[src/rtl/rs232_pkg.sv]
// Shared definitions for the RS-232 transmit arbiter: header tag, FSM encoding
// and a constant-width helper.
package rs232_pkg;

    localparam logic [3:0] HEADER_TAG = 4'hA;

    typedef enum logic {
        ST_IDLE = 1'b0,
        ST_DATA = 1'b1
    } state_t;

    // Smallest width able to index v distinct values.
    function automatic int clog2(input int v);
        int r;
        r = 0;
        for (int i = 0; i < 31; i++) begin
            if ((1 << i) < v) r = i + 1;
        end
        return r;
    endfunction

endpackage

[src/rtl/rs232_tx_arbiter_rr_pick.sv]
// Combinational rotating priority encoder: first set request at or above ptr,
// wrapping from NUM_PORTS-1 back to 0.
module rr_pick
    import rs232_pkg::*;
#(
    parameter int NUM_PORTS = 4
) (
    input  logic [NUM_PORTS-1:0] req,
    input  logic [3:0]           ptr,
    output logic                 any,
    output logic [3:0]           idx
);

    logic [4:0] w_cand;
    logic       w_hit;

    always_comb begin
        any    = 1'b0;
        idx    = '0;
        w_cand = '0;
        w_hit  = 1'b0;
        for (int i = 0; i < NUM_PORTS; i++) begin
            w_cand = {1'b0, ptr} + 5'(i);
            if (w_cand >= 5'(NUM_PORTS)) w_cand = w_cand - 5'(NUM_PORTS);
            w_hit = 1'b0;
            for (int p = 0; p < NUM_PORTS; p++) begin
                if (w_cand == 5'(p)) w_hit = req[p];
            end
            if (!any && w_hit) begin
                any = 1'b1;
                idx = w_cand[3:0];
            end
        end
    end

endmodule

[src/rtl/rs232_tx_arbiter.sv]
// Packet-level round-robin arbiter sharing one byte transmitter between
// NUM_PORTS producers, optionally tagging each grant with a source header.
module rs232_tx_arbiter
    import rs232_pkg::*;
#(
    parameter int NUM_PORTS = 4,
    parameter int MAX_BURST = 16,
    parameter int HEADER_EN = 1
) (
    input  logic                   clock,
    input  logic                   reset,
    input  logic [8*NUM_PORTS-1:0] in_data,
    input  logic [NUM_PORTS-1:0]   in_valid,
    input  logic [NUM_PORTS-1:0]   in_last,
    output logic [NUM_PORTS-1:0]   in_ready,
    output logic [7:0]             out_data,
    output logic                   out_valid,
    input  logic                   out_ready,
    output logic [3:0]             grant,
    output logic                   busy
);

    localparam int              CNT_W    = clog2(MAX_BURST + 1);
    localparam logic [CNT_W-1:0] CNT_LAST = CNT_W'(MAX_BURST - 1);

    state_t             r_state;
    logic [3:0]         r_grant;
    logic [3:0]         r_rr_ptr;
    logic [CNT_W-1:0]   r_burst_cnt;
    logic [7:0]         r_out_data;
    logic               r_out_valid;

    logic                 w_any;
    logic [3:0]           w_idx;
    logic [NUM_PORTS-1:0] w_grant_mask;
    logic [7:0]           w_sel_data;
    logic                 w_sel_valid;
    logic                 w_sel_last;
    logic                 w_out_free;
    logic                 w_upload;
    logic                 w_download;
    logic [3:0]           w_next_ptr;

    rr_pick #(
        .NUM_PORTS (NUM_PORTS)
    ) u_rr_pick (
        .req (in_valid),
        .ptr (r_rr_ptr),
        .any (w_any),
        .idx (w_idx)
    );

    // Route the granted port's byte, valid and last onto the shared path.
    always_comb begin
        w_grant_mask = '0;
        w_sel_data   = '0;
        w_sel_valid  = 1'b0;
        w_sel_last   = 1'b0;
        for (int p = 0; p < NUM_PORTS; p++) begin
            if (r_grant == 4'(p)) begin
                w_grant_mask[p] = 1'b1;
                w_sel_data      = in_data[8*p +: 8];
                w_sel_valid     = in_valid[p];
                w_sel_last      = in_last[p];
            end
        end
    end

    assign w_out_free = !r_out_valid || out_ready;
    assign w_download = r_out_valid && out_ready;
    assign w_upload   = (r_state == ST_DATA) && w_out_free && w_sel_valid;
    assign w_next_ptr = (r_grant == 4'(NUM_PORTS - 1)) ? 4'd0 : r_grant + 4'd1;

    assign in_ready  = ((r_state == ST_DATA) && w_out_free) ? w_grant_mask : '0;
    assign out_data  = r_out_data;
    assign out_valid = r_out_valid;
    assign grant     = r_grant;
    assign busy      = (r_state == ST_DATA);

    always_ff @(posedge clock) begin
        if (reset) begin
            r_state     <= ST_IDLE;
            r_grant     <= '0;
            r_rr_ptr    <= '0;
            r_burst_cnt <= '0;
            r_out_data  <= '0;
            r_out_valid <= 1'b0;
        end else begin
            // NOTE: a later non-blocking assignment to the same register in this
            // block wins, so a load below overrides this drain-only clear.
            if (w_download) r_out_valid <= 1'b0;

            case (r_state)
                ST_IDLE: begin
                    if (w_any && w_out_free) begin
                        r_grant     <= w_idx;
                        r_burst_cnt <= '0;
                        r_state     <= ST_DATA;
                        if (HEADER_EN != 0) begin
                            r_out_data  <= {HEADER_TAG, w_idx};
                            r_out_valid <= 1'b1;
                        end
                    end
                end
                ST_DATA: begin
                    if (w_upload) begin
                        r_out_data  <= w_sel_data;
                        r_out_valid <= 1'b1;
                        r_burst_cnt <= r_burst_cnt + CNT_W'(1);
                        // Packet end or burst cap hands the link to the next port.
                        if (w_sel_last || (r_burst_cnt == CNT_LAST)) begin
                            r_state  <= ST_IDLE;
                            r_rr_ptr <= w_next_ptr;
                        end
                    end
                end
                default: r_state <= ST_IDLE;
            endcase
        end
    end

endmodule

[config.mk]
export PLATFORM = sky130hd
export DESIGN_NAME = rs232_tx_arbiter
export DESIGN_NICKNAME = d
export VERILOG_FILES = /design/src/rtl/rs232_pkg.sv /design/src/rtl/rs232_tx_arbiter_rr_pick.sv /design/src/rtl/rs232_tx_arbiter.sv
export SDC_FILE = /design/constraint.sdc
export NUM_CORES = 1
export LEC_CHECK = 0
export ABC_AREA = 1
export CORE_UTILIZATION = 50
export CTS_BUF_LIST = sky130_fd_sc_hd__clkbuf_4 sky130_fd_sc_hd__clkbuf_8
export CTS_CLUSTER_DIAMETER = 40
export CTS_CLUSTER_SIZE = 25
export DETAILED_ROUTE_END_ITERATION = 10
export PLACE_DENSITY = 0.84
export RECOVER_POWER = 100
export SYNTH_ARGS = -nofsm -noshare
export SYNTH_HDL_FRONTEND = slang
export SYNTH_SLANG_ARGS = --single-unit
[constraint.sdc]
create_clock -name clock -period 4.2 [get_ports clock]
set_input_delay 1.26 -clock clock [delete_from_list [all_inputs] [get_ports clock]]
set_output_delay 1.26 -clock clock [all_outputs]
set_load 0.005 [all_outputs]
# Word level (Yosys, flattened, before mapping)
# Index checks and enable logic that the tools add are counted.
# word_totals
ff_bits	23
inputBits	43
elab_cells	119
# classes
add_sub_neg	9
n_lt_le_gt_ge	4
eq_ne	18
n_mux	60
bitwise	1
reduce_logical	21
# op_table
cell	n
$mux 8	6
$eq 5x2->1 const B	8
$mux 1	38
$mux 5	6
$mux 4	6
$eq 5x1->1 const B	4
$logic_not 5->1	4
$pmux 8 s2	1
$ge 5x3->1 const B	3
$sub 5x3->5 const B	3
$add 4x2->5 const B	2
$pmux 5 s2	1
$eq 4x2->1 const B	2
$logic_and 1x1->1	7
$add 4x1->5 const B	1
$add 5x1->5 const B	1
$eq 5x4->1 const B	1
$sub 4x3->5 const B	1
$add 4x1->4 const B	1
$eq 4x1->1 const B	1
$ge 4x3->1 const B	1
$logic_not 1->1	4
$logic_not 4->1	1
$pmux 1 s2	2
6 further kinds	8

# Depth between registers and ports, before layout
# Gate-level depths: netlist of run 1.
# logic_depth
ltp_word	20
ltp_mapped	21
depth_no_buf	21

# Hierarchy
# From an unflattened synthesis of run 1, not the netlist that was laid out.
# hier_totals
cells_unflattened	406
area_unflattened_um2	2472.4
# by_module_without_submodules
module	n_inst	cells_per_inst	area_each_um2
rs232_tx_arbiter	1	259	1662.8
rr_pick	1	147	809.5

# Worst setup path before layout of run 1
# OpenSTA, ideal clock, no wires.
# synth_path
path_kind	input port to output port
start	input out_ready
end	output in_ready[3]
t_arrival_ns	1.840
t_required_ns	2.940
path_slack_ns	1.100
cell_stages	6
path_buffers	0
path_cell_list	inv_1 > nand2_1 > inv_1 > nor2_1 > inv_1 > nor2_1
# synth_via
elab_chain_len	3
# synth_lines
item	line_no	rtl
start, declared	rs232_tx_arbiter.sv:18	input logic out_ready,
$logic_or 1x1->1	rs232_tx_arbiter.sv:69	assign w_out_free = !r_out_valid || out_ready;
$logic_and 1x1->1	rs232_tx_arbiter.sv:74	assign in_ready = ((r_state == ST_DATA) && w_out_free) ? w_grant_mask : '0;
$mux 4	rs232_tx_arbiter.sv:74	
end, declared	rs232_tx_arbiter.sv:15	output logic [NUM_PORTS-1:0] in_ready,
# No other way between the ends.

# Worst setup path in the final report of run 1
# layout_path
start	input out_ready
end	output in_ready[1]
# The elaborated chain is that of the path after synthesis.

==> results of run 1 <==
## logic make-up after synthesis
family                   share of synthesized area
flip-flops                                   0.220
XOR/XNOR                                   0.00837
buffers and inverters                        0.110
AND/OR/NAND/NOR                              0.359
adder cells (fa/ha/maj)                      0.131
AO/OA/AOI/OAI                                0.171
## metal layers
metal  vias to the layer above  global-route usage
met4                         0              0.0931
li1                       1222                   -
met2                        52               0.427
met3                         7              0.0274
met5                         -                   0
met1                      1040               0.355
## layout by cell type (no fill, tap or decap), drive strengths merged, types with 2 or more instances in the layout
| master | count |
|---|---|
| dfxtp | 23 |
| nand3 | 33 |
| clkinv | 3 |
| o21ai | 25 |
| nand2 | 100 |
| clkbuf | 5 |
| o211ai | 6 |
| a21oi | 19 |
| nand4 | 5 |
| inv | 51 |
| dlygate4sd3 | 19 |
| a221oi | 2 |
| a22oi | 3 |
| nor2 | 34 |
| clkdlybuf4s50 | 41 |
| ha | 22 |
## critical path, stage by stage
cell	delay [ns]
clkdlybuf4s50_1	0.45
inv_1	0.03
nand2_1	0.06
inv_1	0.05
nor2_1	0.08
inv_1	0.09
clkbuf_1	0.13
nor2_1	0.09
dlygate4sd3_1	0.57
## metrics by stage
stage,setup slack [ns],util
after floorplan,1.10,-
after global placement,0.146,0.686
after detailed placement,0.146,0.686
after CTS,0.135,0.698
after global routing,0.0470,0.685
final,0.124,0.685
## registers in the layout, indices dropped and copies added (netlist names)
name and count:
busy 1, grant 4, out_data 8, out_valid 1
r_burst_cnt 5, r_rr_ptr 4
## Yosys cell counts, drive strengths merged (2+ instances only)
| cell type | n | share of area |
|---|---|---|
| clkbuf | 3 | 0.0054 |
| clkinv | 3 | 0.0054 |
| nand3 | 33 | 0.085 |
| o21ai | 25 | 0.060 |
| dfxtp | 23 | 0.22 |
| ha | 22 | 0.13 |
| nor2 | 34 | 0.065 |
| buf | 2 | 0.0078 |
| a221oi | 2 | 0.0084 |
| a22oi | 3 | 0.017 |
| nand4 | 5 | 0.018 |
| nand2 | 100 | 0.19 |
| a21oi | 19 | 0.047 |
| o211ai | 6 | 0.022 |
| inv | 51 | 0.091 |
## worst paths after layout
| check | cells past startpoint | endpoint | from | slack (ns) |
|---|---|---|---|---|
| hold reg to reg | 2 | r_burst_cnt[4] | r_burst_cnt[4] | 0.47 |
| hold / removal | 2 | r_burst_cnt[4] | r_burst_cnt[4] | 0.47 |
| setup reg to reg | 14 | out_data[4] | r_rr_ptr[1] | 0.90 |
| setup / recovery | 9 | in_ready[1] | out_ready | 0.12 |
## power breakdown
group,leakage [nW],internal (mW),switching [mW]
clock,0.0262,0.0741,0.0648
combinational,1.16,0.357,0.558
sequential,0.188,0.273,0.0525
total,1.38,0.704,0.675
## cell type report
cell class / instances / area share
timing repair buffer: 62 / 0.223
clock buffer: 4 / 0.0178
tap: 50 / 0.0228
multi-input combinational: 257 / 0.494
inverter: 54 / 0.0740
sequential: 23 / 0.168
==> run metrics, run 1 <==
result of the run=completed; Mapped Area=0.00209 sq mm; HPWL after DPL=4540 um; Max IR drop VDD=0.433 mV; Slew Viols, Final=0; post-DR wirelength/cell=12.4 um; relative slew slack=0.532; Cells after Synth=339; largest net degree at the start of global routing=19; Synth Warn #=0; post-CTS sizing=0; Cell Count, Final, Fillers Out=450; final-stage net count=466; CP max FO=3; Async SR Flop Fraction=0; final WL=5570 um; Multi-input gate area=0.00135 sq mm; clock sinks=23; fraction of the cycle the final worst path needs=0.970; Core Region=0.00400 sq mm; wire length on met3=254 um; crit path kind=input pin to primary output; ANT cells=0; cell count after placement=446; Pwr Total=1.38 mW; Initial DRC Count=164; design area=0.00274 sq mm; vias in the first global route=1992; final hold violations=0; Hold Path Class=register to register; CTS HTree Levels=1; clock slew at the register clock pins of the worst setup and hold paths=0.07 ns; Finish-stage setup viols=0; min Tclk post-route=4.08 ns; initial antenna violation count=0; post-synthesis area per instance=6.17 sq um; library cells used by synthesis=33; TritonCTS clock tree=yes; Synth Register Bits=23; Inserted Clock Buffers=3; routed vias/inst=5.16; first-pass GRT wire length=8890 um; Clock Tree Buf Depth=2; met2 routed WL=2670 um; Congestion Overflow GR=0; CP required=2.94 ns; Worst-Skew Late Latency=0.26 ns; # rows=23; vias post-DR=2321; Slew @ Worst Pin=0.701 ns; Final GP Congestion=0.879; ys flop type=dfxtp_1; Placed Area=0.00274 sq mm; Die Wd=66.7 um; layout cells sized above 1=0.0325; Hold Buf Count CTS=0; maximum operating frequency=245 MHz; Fin Setup TNS=0 ns; storage element area=460 sq um; Fillers=375; Port Buffer Count=60; die height=66.7 um; met1 WL=2570 um; hold_ws=0.473 ns; die area=0.00445 sq mm; sequential share of the synthesized area=0.220; Pre-Repair DR Iteration Count=4; Crit. End Element=primary output; P&R area growth vs syn=30.9%; Total GRT Usage=0.262; Worst setup SP type=input pin; Leak=1.38 nW; initial core utilization=0.523; DRC errors left=0; Pwr per Cell Area=503 mW/mm^2; RSZ-0062 raised after global routing=false; max layer used=met4; Post-synth EDFFs=0; post-CTS setup repair buffer count=0; Ports=61; net count of the mapped netlist=404; Worst Path Arrival=2.82 ns; clock skew=0.00193 ns; Routed Antenna Nets=0; Clock Root Buffer=clkbuf_8; max-cap violations=0
(Power assumes the default switching activity.)
==> run 2, diff against run 1 <==
MAX_ROUTING_LAYER = met4   (was default)
==> run 2 against run 1 <==
Compared with the run above: die area stayed put; largest power group unchanged; combinational power hardly changed; utilization stayed put; final area stayed put; worst setup slack hardly changed; clock skew hardly changed; clock-buffer cell count stayed put; largest cell class unchanged; hold slack hardly changed.
==> run metrics, run 2 (same netlist as run 1, synthesis figures left out) <==
Fin Setup TNS=0 ns; relative slew slack=0.533; layout cells sized above 1=0.0325; Pre-Repair DR Iteration Count=4; HPWL after DPL=4540 um; post-DR wirelength/cell=12.4 um; Finish-stage setup viols=0; CP cell instances=clkdlybuf4s50_1 > inv_1 > nand2_1 > inv_1 > nor2_1 > inv_1 > clkbuf_1 > nor2_1 > dlygate4sd3_1; clock slew at the register clock pins of the worst setup and hold paths=0.07 ns; min Tclk post-route=4.08 ns; Slew @ Worst Pin=0.701 ns; crit path kind=input pin to primary output; initial core utilization=0.523; routed vias/inst=5.16; Core Region=0.00400 sq mm; RSZ-0062 raised after global routing=false; maximum operating frequency=245 MHz; Initial DRC Count=165; max-cap violations=0; vias post-DR=2321; vias in the first global route=1991; Die Wd=66.7 um; Worst setup SP type=input pin; largest net degree at the start of global routing=19; leading cell types in the layout, fill and taps excluded=98 x nand2_1, 46 x inv_1, 41 x clkdlybuf4s50_1, 33 x nand3_1, 33 x nor2_1; Routed Antenna Nets=0; Worst Path Arrival=2.82 ns; slowest CP cell=dlygate4sd3_1; post-CTS setup repair buffer count=0; final-stage net count=466; Crit. End Element=primary output; CP max FO=3; Ports=61; CP required=2.94 ns; TritonCTS clock tree=yes; Total GRT Usage=0.269; Hold Buf Count CTS=0; result of the run=completed; Slew Viols, Final=0; ANT cells=0; Final GP Congestion=0.894; initial antenna violation count=0; final WL=5570 um; Largest stage delay, worst path=0.57 ns; Worst-Skew Late Latency=0.26 ns; cell mode on critical path=inv_1; post-CTS sizing=0; P&R area growth vs syn=30.9%; Inserted Clock Buffers=3; Congestion Overflow GR=0; first-pass GRT wire length=8890 um; Placed Area=0.00274 sq mm; max reg flops=8; Clock Tree Buf Depth=2; CTS HTree Levels=1; final hold violations=0; design area=0.00274 sq mm; die height=66.7 um; Hold Path Class=register to register; clock skew=0.00156 ns; Clock Root Buffer=clkbuf_8; clock sinks=23; Max IR drop VDD=0.435 mV; commonest non-fill, non-tap cell in the layout=nand2_1; Port Buffer Count=60; Pwr per Cell Area=504 mW/mm^2; die area=0.00445 sq mm; # rows=23; Leak=1.38 nW; DRC errors left=0; fraction of the cycle the final worst path needs=0.971
[run 2: worst paths after layout]
path / slack, ns / cells past startpoint / start / endpoint
worst min register to register: 0.47 / 2 / r_burst_cnt[4] / r_burst_cnt[4]
worst max register to register: 0.90 / 14 / r_rr_ptr[1] / out_data[4]
worst min-delay path: 0.47 / 2 / r_burst_cnt[4] / r_burst_cnt[4]
worst max-delay path: 0.12 / 9 / out_ready / in_ready[1]
[run 2: per-stage QoR]
| step | power (mW) | utilization | hold slack [ns] | instances | setup slack [ns] |
|---|---|---|---|---|---|
| after floorplan | 1.01 | - | 0.439 | 339 | 1.10 |
| after global placement | 1.29 | 0.686 | 0.448 | 446 | 0.146 |
| after detailed placement | 1.31 | 0.686 | 0.458 | 446 | 0.146 |
| after CTS | 1.45 | 0.698 | 0.470 | 450 | 0.135 |
| after global routing | 1.53 | 0.685 | 0.498 | 450 | 0.0470 |
| final | 1.38 | 0.685 | 0.473 | 450 | 0.124 |
[run 2: where the power goes]
part | leakage, nW | switching, mW | internal [mW]
logic | 1.16 | 0.559 | 0.357
registers | 0.188 | 0.0525 | 0.273
clock network | 0.0262 | 0.0652 | 0.0741
[run 2: layer usage]
metal,global-route usage,vias to the layer above,part of all wire
li1,-,1222,-
met1,0.357,1040,0.47
met2,0.427,52,0.48
met3,0.0240,7,0.043
met4,0.0931,0,0.012
met5,-,-,0
[run 2: final cells by class]
class	instances	area (sq um)
multi-input combinational	257	1350
tap	50	62.6
clock buffer	4	48.8
fill	375	1260
sequential	23	460
timing repair buffer	62	612
inverter	54	203
[run 2: critical path, delay by kind of cell]
kind | cells | cell delay (ns)
buffers and inverters | 6 | 1.32
AND/OR/NAND/NOR | 3 | 0.23
==> run 3, diff against run 2 <==
CAP_MARGIN = 20   (was default)
CELL_PAD_IN_SITES_DETAIL_PLACEMENT = 0   (was default)
CELL_PAD_IN_SITES_GLOBAL_PLACEMENT = 1   (was default)
CORE_UTILIZATION = 36   (was 50)
PLACE_DENSITY = default   (was 0.84)
PLACE_DENSITY_LB_ADDON = 0.1   (was default)
==> run 3 against run 2 <==
Compared with the run above: total power up 1.1%; final area grew 1.5%; sequential cell count did not move; fmax up 0.79%; critical path depth is 1 lower; first-iteration DRC count is 47% lower; hold slack lost 0.0089 ns; critical path type unchanged.
==> run metrics, run 3 (same netlist as run 1, synthesis figures left out) <==
largest net degree at the start of global routing=19; post-DR wirelength/cell=12.7 um; vias in the first global route=2206; busiest grt layer=met2; layout cells sized above 1=0.0400; reg2reg end=out_data[4]; Min-Delay Path Depth=2; commonest non-fill, non-tap cell in the layout=nand2_1; TritonCTS clock tree=yes; Crit. End Element=primary output; Core Region=0.00554 sq mm; crit path kind=input pin to primary output; R2R depth=14; Ports=61; Finish-stage setup viols=0; CTS HTree Levels=1; CP max FO=5; CP required=2.94 ns; met3 track demand over resource=0.0291; DRC errors left=0; leading cell types in the layout, fill and taps excluded=98 x nand2_1, 46 x inv_1, 41 x clkdlybuf4s50_1, 33 x nand3_1, 33 x nor2_1; die area=0.00612 sq mm; die height=78.3 um; Slew Viols, Final=0; relative slew slack=0.410; initial core utilization=0.378; max-cap violations=0; Cell Count, Final, Fillers Out=472; Slew @ Worst Pin=0.884 ns; RSZ-0062 raised after global routing=false; met2 global-route usage=0.395; Leak=1.38 nW; clock sinks=23; Worst setup SP type=input pin; Port Buffer Count=60; Fin Setup TNS=0 ns; Pre-Repair DR Iteration Count=4; cell count after placement=468; Worst Path Arrival=2.78 ns; design area=0.00278 sq mm; hold_ws=0.464 ns; Max IR drop VDD=0.319 mV; Total GRT Usage=0.213; Congestion Overflow GR=0; Hold Buf Count CTS=0; Pwr Total=1.40 mW; max reg flops=8; vias post-DR=2258; Hold Path End=r_burst_cnt[4]; Reg2Reg Setup Slack=0.89 ns; met1 Track Usage GR=0.244; final hold violations=0; initial antenna violation count=0; P&R area growth vs syn=32.8%; Clock Root Buffer=clkbuf_8; post-CTS setup repair buffer count=0; Clock Tree Buf Depth=2; Die Wd=78.3 um; routed vias/inst=4.78; Initial DRC Count=88; Inserted Clock Buffers=3; Final GP Congestion=0.760; # rows=27; ANT cells=0; fraction of the cycle the final worst path needs=0.963; final WL=6010 um; Pwr per Cell Area=502 mW/mm^2; clock slew at the register clock pins of the worst setup and hold paths=0.09 ns; Worst Min Path Start=r_burst_cnt[4]; first-pass GRT wire length=10100 um; Placed Area=0.00277 sq mm; Worst-Skew Late Latency=0.27 ns; min Tclk post-route=4.04 ns; clock skew=0.00567 ns; HPWL after DPL=4760 um; result of the run=completed; RR Startpoint=r_rr_ptr[1]; post-CTS sizing=0; final-stage net count=466; maximum operating frequency=247 MHz; Routed Antenna Nets=0; Hold Path Class=register to register
## run 3: cell counts in the layout (fill, tap and decap cells not counted)
No cell type changed its count.
## run 3: routing by layer
| metal | part of all wire | up-vias |
|---|---|---|
| met2 | 0.53 | 30 |
| met3 | 0.024 | 6 |
| met5 | 0 | - |
| met4 | 0.013 | 0 |
| li1 | - | 1216 |
| met1 | 0.43 | 1006 |
## run 3: critical path: stages
cell and delay [ns]:
clkdlybuf4s50_1 0.46, inv_1 0.04, nand2_1 0.06, inv_1 0.05, nor2_1 0.08, inv_1 0.11
nor2_1 0.13, dlygate4sd3_1 0.59
## run 3: cell type report
type / instances / area (sq um)
Inverter: 54 / 203
Fill cell: 579 / 2760
Sequential cell: 23 / 460
Timing Repair Buffer: 62 / 616
Tap cell: 72 / 90.1
Multi-Input combinational cell: 257 / 1360
Clock buffer: 4 / 48.8
## run 3: power by group
| part | total [mW] | switching, mW | internal (mW) | leakage (nW) |
|---|---|---|---|---|
| clock network | 0.148 | 0.0737 | 0.0742 | 0.0262 |
| registers | 0.332 | 0.0586 | 0.273 | 0.188 |
| logic | 0.915 | 0.560 | 0.355 | 1.17 |
| total | 1.40 | 0.692 | 0.703 | 1.38 |
## run 3: stage by stage
step / utilization / setup WS [ns]
floorplan: - / 1.10
global placement: 0.500 / 0.231
detailed placement: 0.500 / 0.203
CTS: 0.509 / 0.201
global route: 0.502 / 0.0534
finish: 0.502 / 0.156
## run 3: how the worst max path moves through the flow
stage                     cells past startpoint           to  slack [ns]  startpoint
after floorplan                               6  in_ready[3]        1.10   out_ready
after CTS                                     8  in_ready[3]        0.20   out_ready
after global routing                          8  in_ready[0]        0.05   out_ready
final                                         8  in_ready[3]        0.16   out_ready
after detailed placement                      8  in_ready[3]        0.20   out_ready
after global placement                        8  in_ready[3]        0.23   out_ready
